`src/rtl/gf180mcu_fd_sc_mcu7t5v0__addf_seracc_pkg.sv`:
```
// -----------------------------------------------------------------------------
// gf180mcu_fd_sc_mcu7t5v0__addf_seracc_pkg
//
// Shared definitions for the bit-serial accumulating full adder:
//   - legal operand width bounds
//   - FSM state encoding constants and the state enum built from them
//   - helper that sizes the bit counter for a given operand width
// -----------------------------------------------------------------------------
package gf180mcu_fd_sc_mcu7t5v0__addf_seracc_pkg;

    // Operand width bounds accepted by the serial adder.
    localparam int WIDTH_MIN = 2;
    localparam int WIDTH_MAX = 32;

    // State encodings, kept as named constants so the enum and any
    // external observer agree on the bit patterns.
    localparam logic [1:0] ST_IDLE_ENC = 2'd0;
    localparam logic [1:0] ST_RUN_ENC  = 2'd1;
    localparam logic [1:0] ST_DONE_ENC = 2'd2;

    typedef enum logic [1:0] {
        ST_IDLE = ST_IDLE_ENC,
        ST_RUN  = ST_RUN_ENC,
        ST_DONE = ST_DONE_ENC
    } state_t;

    // Bit counter width: enough to index bits 0..width-1.
    function automatic int cnt_width(input int width);
        return $clog2(width);
    endfunction

    // True when the operand width lies inside the supported range.
    function automatic bit width_ok(input int width);
        return (width >= WIDTH_MIN) && (width <= WIDTH_MAX);
    endfunction

endpackage

```
`src/rtl/gf180mcu_fd_sc_mcu7t5v0__addf_seracc_func.sv`:
```
// -----------------------------------------------------------------------------
// gf180mcu_fd_sc_mcu7t5v0__addf_func
//
// Single-bit full adder slice used by the serial adder. Purely combinational.
//
// Ports:
//   A, B  in   addend bits
//   CI    in   carry in
//   S     out  sum bit       = A ^ B ^ CI
//   CO    out  carry out     = majority(A, B, CI)
// -----------------------------------------------------------------------------
module gf180mcu_fd_sc_mcu7t5v0__addf_func (
    input  logic A,
    input  logic B,
    input  logic CI,
    output logic S,
    output logic CO
);

    logic half_sum;

    assign half_sum = A ^ B;
    assign S        = half_sum ^ CI;
    // Generate when both addends are set, propagate the incoming carry
    // when exactly one of them is.
    assign CO       = (A & B) | (CI & half_sum);

endmodule

```
`src/rtl/gf180mcu_fd_sc_mcu7t5v0__addf_seracc.sv`:
```
// -----------------------------------------------------------------------------
// gf180mcu_fd_sc_mcu7t5v0__addf_seracc
//
// Bit-serial adder: one full-adder slice, a carry flop and LSB-first shift
// registers for A, B and the sum. An operand word is accepted in IDLE,
// processed one bit per clock in RUN (WIDTH edges), and the result is held
// in DONE until the consumer takes it with OUT_READY.
//
// Ports:
//   VDD, VSS   inout  power pins (only with USE_POWER_PINS)
//   CLK        in     clock, rising edge
//   RN         in     asynchronous active-low reset
//   IN_VALID   in     operand word A/B/CI_IN valid
//   IN_READY   out    block idle and able to accept an operand word
//   A, B       in     WIDTH-bit addends
//   CI_IN      in     initial carry-in
//   OUT_VALID  out    S/CO hold a completed sum
//   OUT_READY  in     downstream consumes the result
//   S          out    registered WIDTH-bit sum
//   CO         out    registered final carry-out
//
// Latency: OUT_VALID rises WIDTH edges after the accepting edge. With
// OUT_READY held high the block accepts a new word every WIDTH+2 edges.
// S/CO only update on entry to DONE, so they keep the previous result
// while a new operation runs and after the handshake back to IDLE.
// -----------------------------------------------------------------------------
module gf180mcu_fd_sc_mcu7t5v0__addf_seracc
    import gf180mcu_fd_sc_mcu7t5v0__addf_seracc_pkg::*;
#(
    parameter int WIDTH = 8
) (
`ifdef USE_POWER_PINS
    inout  wire              VDD,
    inout  wire              VSS,
`endif
    input  logic             CLK,
    input  logic             RN,
    input  logic             IN_VALID,
    output logic             IN_READY,
    input  logic [WIDTH-1:0] A,
    input  logic [WIDTH-1:0] B,
    input  logic             CI_IN,
    output logic             OUT_VALID,
    input  logic             OUT_READY,
    output logic [WIDTH-1:0] S,
    output logic             CO
);

    localparam int                CNT_W    = cnt_width(WIDTH);
    localparam logic [CNT_W-1:0]  CNT_LAST = CNT_W'(WIDTH - 1);
    localparam logic [CNT_W-1:0]  CNT_ONE  = CNT_W'(1);

    // Elaboration-time guard on the operand width.
    if (!width_ok(WIDTH)) begin : g_width_check
        $error("addf_seracc: WIDTH must lie in 2..32");
    end

    // -------------------------------------------------------------------------
    // State
    // -------------------------------------------------------------------------
    state_t           state;
    logic [WIDTH-1:0] a_sr;
    logic [WIDTH-1:0] b_sr;
    logic [WIDTH-1:0] s_sr;
    logic [CNT_W-1:0] cnt;
    logic             carry;
    logic [WIDTH-1:0] s_q;
    logic             co_q;
    logic             out_valid_q;

    // -------------------------------------------------------------------------
    // Bit slice: carry flop drives CI, slice CO feeds the carry flop.
    // -------------------------------------------------------------------------
    logic sum_bit;
    logic co_bit;

    gf180mcu_fd_sc_mcu7t5v0__addf_func u_slice (
        .A  (a_sr[0]),
        .B  (b_sr[0]),
        .CI (carry),
        .S  (sum_bit),
        .CO (co_bit)
    );

    // Sum register after this edge's bit enters at the MSB. After WIDTH
    // shifts bit 0 of the result has travelled down to s_sr[0].
    logic [WIDTH-1:0] s_shift;
    assign s_shift = {sum_bit, {(WIDTH-1){1'b0}}} | (s_sr >> 1);

    // -------------------------------------------------------------------------
    // Sequential logic: FSM, datapath and output registers in one process.
    // -------------------------------------------------------------------------
    always_ff @(posedge CLK or negedge RN) begin
        if (!RN) begin
            state       <= ST_IDLE;
            // NOTE: the shift registers are reset as well, so an operation
            // aborted by reset leaves no partial operand or sum behind.
            a_sr        <= '0;
            b_sr        <= '0;
            s_sr        <= '0;
            cnt         <= '0;
            carry       <= 1'b0;
            s_q         <= '0;
            co_q        <= 1'b0;
            out_valid_q <= 1'b0;
        end else begin
            // NOTE: non-blocking assignments everywhere here, so every flop
            // sees the pre-edge value of every other flop.
            case (state)
                ST_IDLE: begin
                    // Operands are sampled only on this accepting edge.
                    if (IN_VALID) begin
                        a_sr  <= A;
                        b_sr  <= B;
                        carry <= CI_IN;
                        cnt   <= '0;
                        state <= ST_RUN;
                    end
                end

                ST_RUN: begin
                    a_sr  <= a_sr >> 1;
                    b_sr  <= b_sr >> 1;
                    s_sr  <= s_shift;
                    carry <= co_bit;
                    if (cnt == CNT_LAST) begin
                        // Last bit: publish the result together with OUT_VALID.
                        // The counter stops here rather than wrapping.
                        s_q         <= s_shift;
                        co_q        <= co_bit;
                        out_valid_q <= 1'b1;
                        state       <= ST_DONE;
                    end else begin
                        cnt <= cnt + CNT_ONE;
                    end
                end

                ST_DONE: begin
                    if (OUT_READY) begin
                        out_valid_q <= 1'b0;
                        state       <= ST_IDLE;
                    end
                end

                default: begin
                    out_valid_q <= 1'b0;
                    state       <= ST_IDLE;
                end
            endcase
        end
    end

    // -------------------------------------------------------------------------
    // Outputs: all driven from flops, no input-to-output combinational path.
    // -------------------------------------------------------------------------
    assign IN_READY  = (state == ST_IDLE);
    assign OUT_VALID = out_valid_q;
    assign S         = s_q;
    assign CO        = co_q;

`ifndef SYNTHESIS
    // OUT_VALID flop must mirror the DONE state.
    a_valid_is_done: assert property (@(posedge CLK) disable iff (!RN)
        OUT_VALID == (state == ST_DONE));

    // The bit counter never runs past the last bit index.
    a_cnt_bounded: assert property (@(posedge CLK) disable iff (!RN)
        (state == ST_RUN) |-> (cnt <= CNT_LAST));
`endif

endmodule

```
`config.mk`:
```
export PLATFORM = sky130hd
export DESIGN_NAME = gf180mcu_fd_sc_mcu7t5v0__addf_seracc
export DESIGN_NICKNAME = d
export VERILOG_FILES = /design/src/rtl/gf180mcu_fd_sc_mcu7t5v0__addf_seracc_pkg.sv /design/src/rtl/gf180mcu_fd_sc_mcu7t5v0__addf_seracc_func.sv /design/src/rtl/gf180mcu_fd_sc_mcu7t5v0__addf_seracc.sv
export SDC_FILE = /design/constraint.sdc
export NUM_CORES = 1
export LEC_CHECK = 0
export ABC_AREA = 1
export CAP_MARGIN = 20
export CORE_MARGIN = 4
export CORE_UTILIZATION = 30
export DETAILED_ROUTE_END_ITERATION = 10
export HOLD_SLACK_MARGIN = 0.15
export PLACE_DENSITY = 0.61
export SKIP_LAST_GASP = 1
export SLEW_MARGIN = 20
export SYNTH_ARGS = -nofsm -noshare
export SYNTH_HDL_FRONTEND = slang
export SYNTH_HIERARCHICAL = 1
export SYNTH_SLANG_ARGS = --single-unit
```
`constraint.sdc`:
```
create_clock -name CLK -period 1.7 [get_ports CLK]
set_input_delay 0.34 -clock CLK [delete_from_list [all_inputs] [get_ports CLK]]
set_output_delay 0.34 -clock CLK [all_outputs]
set_load 0.05 [all_outputs]
```
# After elaboration in Yosys (flattened, before gate mapping)
# Index checks and enable logic that the tools add are counted.
# classes
addsub	1
eq_ne	7
n_mux	16
bitwise_logic	7
n_reduce_logical	7
# op_table
op	n
case mux 8 bit (2 select lines)	2
2-to-1 mux 8 bit	2
AND reduction 3 bit	3
!= test 2 bit (second input constant)	4
bitwise OR 8 x 7 -> 8 bit	1
2-to-1 mux 2 bit	3
2-to-1 mux 3 bit	2
case mux 2 bit (3 select lines)	1
case mux 3 bit (2 select lines)	1
AND reduction 2 bit	2
adder 3 x 1 -> 3 bit (second input constant)	1
equality test 3 bit (second input constant)	1
2-to-1 mux 1 bit	3
case mux 1 bit (3 select lines)	1
bitwise AND 1 bit	2
equality test 2 x 1 -> 1 bit (second input constant)	1
equality test 2 bit (second input constant)	1
logical NOT 2 bit	1
case mux 1 bit (2 select lines)	1
nonzero test 2 bit	1
bitwise XOR 1 bit	2
NOT 1 bit	1
bitwise OR 1 bit	1
# totals
reg_bits	40
input_bits	21
output_inout_bits	11
wordCells	47

# Depth between registers and ports, before layout
# Gate-level depths: netlist of run 1.
# logic_depth
word_depth	4
ltp_mapped	7
mapped_depth_nobuf	7

# Hierarchy
# The synthesis of run 1 kept the hierarchy.
# modules_own_cells
mod	instances	cells_per_inst	area_per_inst_um2	seq_area_each_um2
gf180mcu_fd_sc_mcu7t5v0__addf_seracc	1	219	1730.4	975.9
gf180mcu_fd_sc_mcu7t5v0__addf_func	1	1	20.0	0.0

# Worst setup path after synthesis of run 1
# OpenSTA, ideal clock, no wires.
# synth_path
path_kind	flip-flop to flip-flop
from	register state[1]
to	register cnt[0]
setup_time_ns	0.120
arrival_time_ns	1.589
t_required_ns	1.580
slack_ns	-0.008
stages_incl_launch_ff	5
path_buffers	0
synth_period_minus_slack_ns	1.708
cell_sequence	dfrtp_1 nor2_1 nand2_1 nand3_1 nand2_1
# synth_via
elab_chain_cells	3
elab_cells_between_ends	7
cone_classes	3 x eq/ne; 1 x mux; 3 x reduce/logical
# synth_lines
item	line	text
start, declared	gf180mcu_fd_sc_mcu7t5v0__addf_seracc.sv:61	state_t state;
start signal, assigned	gf180mcu_fd_sc_mcu7t5v0__addf_seracc.sv:95	state <= ST_IDLE;
start signal, assigned	gf180mcu_fd_sc_mcu7t5v0__addf_seracc.sv:117	state <= ST_RUN;
start signal, assigned	gf180mcu_fd_sc_mcu7t5v0__addf_seracc.sv:132	state <= ST_DONE;
logical NOT 2 bit *	--	
named net IN_READY	gf180mcu_fd_sc_mcu7t5v0__addf_seracc.sv:39	output logic IN_READY,
!= test 2 bit (no line) or nonzero test 2 bit (tied branches)	--	
AND reduction 3 bit (no line)	--	
end signal, assigned	gf180mcu_fd_sc_mcu7t5v0__addf_seracc.sv:134	cnt <= cnt + CNT_ONE;
end, declared	gf180mcu_fd_sc_mcu7t5v0__addf_seracc.sv:65	logic [CNT_W-1:0] cnt;
# The timed path passes the listed nets; every way through them passes the cells marked *.
# A chain may end at the register's enable or synchronous reset.

# Worst setup path after layout of run 1
# layout_path
from	register state[0]
to	output IN_READY
# layout_via
elab_chain_cells	1
# layout_lines
item	line	text
logical NOT 2 bit	gf180mcu_fd_sc_mcu7t5v0__addf_seracc.sv:156	assign IN_READY = (state == ST_IDLE);
end, declared	gf180mcu_fd_sc_mcu7t5v0__addf_seracc.sv:39	
# No other way between the ends.

==> results.json, run 1 <==
{
  "die_x_um": 84.39,
  "crit_required_ns": 1.36,
  "final_nets": 282,
  "die_h_um": 84.39,
  "ant_nets": 0,
  "syn_nets": 244,
  "synth_top_cell_area_share": 0.5575,
  "viasPerCell": 4.233,
  "worst_slew_pin_slew_ns": 0.4901,
  "num_antenna_cells": 0,
  "synth_area_mm2": 0.001750,
  "synth-warning-count": 6,
  "cts_made_buffers": 5,
  "grtUsageTotal": 0.1095,
  "post-route-period-util": 0.8967,
  "wl_per_cell_um": 10.70,
  "clk_pin_slew_ns": 0.07,
  "hold_viol_final": 0,
  "avgSynthCellArea_um2": 7.956,
  "fmax_ghz": 0.6560,
  "max-cap-violations": 0,
  "place_hpwl_mm": 2.417,
  "status": "finished clean",
  "synth_compound_area_frac": 0.03360,
  "p_leak_nw": 1.237,
  "design_area_mm2": 0.002265,
  "grt_start_max_net_pins": 40,
  "fin_skew_ns": 0.003400,
  "slew_headroom": 0.6732,
  "cts-root-buf": "clkbuf_8",
  "synthFlopType": "dfrtp_1",
  "ys_ff_latch": 39,
  "cts_buffer_depth": 2,
  "coreArea_mm2": 0.005574,
  "cp-start-kind": "register",
  "start_util": 0.3140,
  "grt_pass1_wl_mm": 6.244,
  "hp-class": "register to register",
  "drv_slew": 0,
  "io_pins": 32,
  "first_pass_iters": 4,
  "synth_common_cells": "nand2_1, dfrtp_1, inv_1, o21ai_0, nand3_1",
  "areaGrowthSynthToFinish_pct": 29.38,
  "criticalPathCategory": "register to output port",
  "cp-end-kind": "output port",
  "dieArea_mm2": 0.007121,
  "grt_overflow": 0,
  "clkSinkCount": 39,
  "antenna_found_initial": 0,
  "async_flop_share": 1.000,
  "slowest_delay_ns": 0.45,
  "timing.hold.ws_ns": 0.4789,
  "drc": 0,
  "crit_chain": "nor2_2, buf_12",
  "synth.largest_area_cell": "dfrtp_1",
  "synthXorXnorAreaFrac": 0,
  "cts_tree": "yes",
  "vias": 1401,
  "synthTopCellsByArea": "dfrtp_1, nand2_1, o21ai_0",
  "h-tree-depth": 2,
  "critPathTopFamily": "flip-flops",
  "synth_cell_type_count": 15,
  "critical_path.max_fanout": 6,
  "synth_top_family_by_area": "simple AND/OR/NAND/NOR gates",
  "drt_wl_total_mm": 3.543,
  "synthCells": 220,
  "rows": 27,
  "grt_pass1_vias": 1421,
  "power_density_mw_per_mm2": 1923,
  "synthSimpleGateAreaFrac": 0.3245,
  "min_period_ns": 1.524,
  "synth_edf_count": 0,
  "dp_worst_setup_slack_ns": 0.2391,
  "synth.most_common_cell": "nand2_1",
  "cp_slowest_cell": "dfrtp_1",
  "synthAdderAreaFrac": 0.02573,
  "clock_latency_ns": 0.29,
  "peakVddDrop_uv": 720.7,
  "ys_seq_area_frac": 0.5575,
  "synthMuxAreaShare": 0,
  "portBuffers": 31,
  "setup_viol_count_final": 0,
  "setup_ws_ns": 0.1756,
  "cp_num_buf_inv": 1,
  "drt_iter0_markers": 101,
  "place.gp.congestion": 0.6881,
  "rsz0062_at_grt": "false",
  "post_dp_cell_area_mm2": 0.002137,
  "fin_tns_setup_ns": 0,
  "drive_gt1_frac": 0.1197,
  "crit_arrival_ns": 1.18
}
[worst register-to-register path, cell delays in order (launching register included)]
cell	delay [ns]
dfrtp_1	0.45
inv_1	0.12
nor2_4	0.35
nand2_1	0.20
inv_1	0.14
nand2_1	0.06
nand2_1	0.06
[routing by layer]
layer  routed length [um]  global-route usage  vias to the layer above
li1                     -                   -                      741
met1                 1707              0.1328                      626
met2                 1591              0.1786                       27
met3                  175             0.02944                        7
met4                   69             0.05612                        0
met5                    0                   0                        -
[area by class of cell]
cell class | instances | area [um2]
fillers | 579 | 3309
flip-flops and latches | 39 | 975.9
multi-input cells | 161 | 674.4
repair buffers | 38 | 357.8
well taps | 72 | 90.09
clock buffers | 6 | 82.58
inverters | 13 | 48.80
clock inverters | 2 | 35.03
[placed cells by master (no fill, tap or decap), types with 2 or more instances in the layout]
cell / n
o21ai_0: 9
inv_1: 11
ha_1: 2
buf_4: 15
dfrtp_1: 39
buf_12: 2
clkbuf_8: 6
nor2_1: 2
nand2_1: 136
clkdlybuf4s50_1: 19
nand3_1: 7
inv_2: 2
[path summary, 6_finish.rpt]
check | start | to | slack [ns] | cells after the start
setup / recovery | state[0]$_DFFE_PN0P_ | IN_READY | 0.18 | 2
hold / removal | b_sr[7]$_DFFE_PN0P_ | b_sr[7]$_DFFE_PN0P_ | 0.48 | 2
setup reg to reg | state[0]$_DFFE_PN0P_ | cnt[1]$_DFFE_PN0P_ | 0.26 | 6
hold reg to reg | b_sr[7]$_DFFE_PN0P_ | b_sr[7]$_DFFE_PN0P_ | 0.48 | 2
max in group asynchronous | RN | s_sr[1]$_DFFE_PN0P_ | 0.73 | 3
min in group asynchronous | RN | S[4]$_DFFE_PN0P_ | 0.63 | 3
[power breakdown]
group / total [W] / internal [W] / switching [W] / leakage [nW]
registers: 0.00157 / 0.00133 / 0.000236 / 0.498
logic: 0.00199 / 0.000712 / 0.00128 / 0.677
clock network: 0.000799 / 0.000475 / 0.000324 / 0.0612
[cells by family (layout without fill, tap and decap cells)]
| logic type | after synthesis | in the layout |
|---|---|---|
| buffers and inverters | 20 | 59 |
| AOI/OAI and AO/OA | 11 | 11 |
| adders and majority gates | 3 | 3 |
| and+or+nand+nor | 147 | 147 |
| DFF | 39 | 39 |
[state kept, by name, summed over array words and instances, names as in the netlist]
| name | count |
|---|---|
| state | 2 |
| s_sr | 7 |
| b_sr | 8 |
| OUT_VALID | 1 |
| CO | 1 |
| cnt | 3 |
| a_sr | 8 |
| S | 8 |
| carry | 1 |
[through the flow]
stage | cells | power (W) | utilization
after CTS | 331 | 0.004424 | 0.4063
after floorplan | 220 | 0.003006 | -
after global placement | 322 | 0.003543 | 0.3834
after global routing | 331 | 0.004758 | 0.4063
after detailed placement | 322 | 0.003601 | 0.3834
final | 331 | 0.004355 | 0.4063
[timing repair]
action,4_1_cts,5_1_grt
hold buffers,1,0
resized for setup,0,0
endpoints found under the hold margin,39,0
setup buffers,0,0
No activity file was read; power rests on OpenSTA's default activity.
==> run 2: changes to the inputs <==
--- a/config.mk
+++ b/config.mk
@@ -10,6 +10,7 @@
 export CORE_MARGIN = 4
 export CORE_UTILIZATION = 30
 export DETAILED_ROUTE_END_ITERATION = 10
+export GPL_TIMING_DRIVEN = 0
 export HOLD_SLACK_MARGIN = 0.15
 export PLACE_DENSITY = 0.61
 export SKIP_LAST_GASP = 1
==> run 2 against run 1 <==
  * Clock power decreased by 2%
  * Critical path depth did not move
  * Cell count is 0.60% higher
  * Combinational power down 4%
  * Final area increased by 0.94%
  * Via count grew 1.9%
  * Hold slack got worse by 0.0070 ns
  * First-iteration DRC count decreased by 64%
  * Sequential share of layout area down 0.40 points
==> results.json, run 2 (synthesis results as in run 1) <==
{
  "status": "finished clean",
  "io_pins": 32,
  "max-cap-violations": 0,
  "first_pass_iters": 4,
  "cp-start-kind": "register",
  "rsz0062_at_grt": "false",
  "criticalPathCategory": "register to output port",
  "drv_slew": 0,
  "cts_buffer_depth": 2,
  "grt_overflow": 0,
  "power_density_mw_per_mm2": 1862,
  "clock_latency_ns": 0.28,
  "place.gp.congestion": 0.7183,
  "portBuffers": 31,
  "cp-end-kind": "output port",
  "cts-root-buf": "clkbuf_8",
  "critical_path.max_fanout": 6,
  "dieArea_mm2": 0.007121,
  "viasPerCell": 4.288,
  "place_hpwl_mm": 2.638,
  "drc": 0,
  "min_period_ns": 1.578,
  "timing.hold.ws_ns": 0.4718,
  "rows": 27,
  "fin_tns_setup_ns": 0,
  "num_antenna_cells": 0,
  "areaGrowthSynthToFinish_pct": 30.59,
  "h-tree-depth": 2,
  "grt_pass1_vias": 1382,
  "die_x_um": 84.39,
  "post_dp_cell_area_mm2": 0.002176,
  "clk_pin_slew_ns": 0.07,
  "peakVddDrop_uv": 548.1,
  "hold_viol_final": 0,
  "setup_viol_count_final": 0,
  "clkSinkCount": 39,
  "grt_use_met1": 0.1348,
  "crit_required_ns": 1.36,
  "ant_nets": 0,
  "antenna_found_initial": 0,
  "die_h_um": 84.39,
  "start_util": 0.3140,
  "crit_arrival_ns": 1.24,
  "grt_busiest_layer": "met2",
  "drt_iter0_markers": 36,
  "grt_pass1_wl_mm": 6.175,
  "fin_skew_ns": 0.007155,
  "worst_slew_pin_slew_ns": 0.4914,
  "cts_made_buffers": 5,
  "grtUsageTotal": 0.1073,
  "design_area_mm2": 0.002286,
  "mostFrequentLayoutCells": "nand2_1, dfrtp_1, clkdlybuf4s50_1, inv_1, dlygate4sd2_1",
  "grt_start_max_net_pins": 23,
  "p_leak_nw": 1.264,
  "met2_usage": 0.1772,
  "final_common_cell": "nand2_1",
  "fmax_ghz": 0.6338,
  "coreArea_mm2": 0.005574,
  "drt_wl_total_mm": 3.569,
  "use_met3": 0.02944,
  "slew_headroom": 0.6737,
  "post-route-period-util": 0.9282,
  "cts_tree": "yes",
  "vias": 1428,
  "wl_per_cell_um": 10.72,
  "final_nets": 284,
  "hp-class": "register to register",
  "drive_gt1_frac": 0.08812
}
==> run 2: cell count changes in the layout (fill, tap and decap cells not counted) <==
cell	delta
buf_16	+1
buf_6	+1
buf_4	-10
buf_2	+2
buf_12	-2
dlygate4sd2_1	+10
==> run 2: layer usage <==
layer  vias to the layer above  share of wire
li1                        748              -
met1                       644           0.47
met2                        34           0.46
met3                         2          0.056
met4                         0         0.0087
met5                         -              0
==> run 2: layout make-up <==
class                      count  area (um2)
fill                         594        3288
sequential                    39       975.9
multi-input combinational    161       674.4
timing repair buffer          33       325.3
tap                           72       90.09
clock buffer                   6       82.58
buffer                         7       53.80
inverter                      13       48.80
clock inverter                 2       35.03
==> run 2: metrics by stage <==
stage	instances	setup WS, ns	power (W)	util
after floorplan	220	0.2925	0.003006	-
after global placement	323	-0.6984	0.003551	0.3863
after detailed placement	324	-0.1301	0.003612	0.3903
after CTS	333	-0.005313	0.004338	0.4112
after global routing	333	0.03088	0.004649	0.4101
final	333	0.1221	0.004257	0.4101
==> run 2: timing repair <==
action                                 in CTS  in global routing
hold buffers                                1                  0
setup endpoints to repair                  11                  1
buffers inserted                            0                  0
endpoints found under the hold margin      17                  0
gates resized for setup                    13                  2
==> run 2: where the power goes <==
group          switching [W]  leakage (nW)  internal, W
Clock               0.000306        0.0612     0.000475
Combinational        0.00128         0.705     0.000644
Sequential          0.000222         0.498      0.00133
Total                0.00181          1.26      0.00245
==> run 2: path summary, 6_finish.rpt <==
check / slack (ns) / startpoint / cells past startpoint / to
max: 0.12 / state[0]$_DFFE_PN0P_ / 2 / IN_READY
min: 0.47 / S[2]$_DFFE_PN0P_ / 2 / S[2]$_DFFE_PN0P_
max reg2reg: 0.23 / cnt[0]$_DFFE_PN0P_ / 5 / S[3]$_DFFE_PN0P_
min reg2reg: 0.47 / S[2]$_DFFE_PN0P_ / 2 / S[2]$_DFFE_PN0P_
max in group asynchronous: 0.70 / RN / 3 / a_sr[7]$_DFFE_PN0P_
min in group asynchronous: 0.54 / RN / 2 / S[6]$_DFFE_PN0P_
==> run 2: worst max-delay path: stages (launching register included) <==
cell     delay, ns
dfrtp_1       0.44
nor2_2        0.22
buf_2         0.30
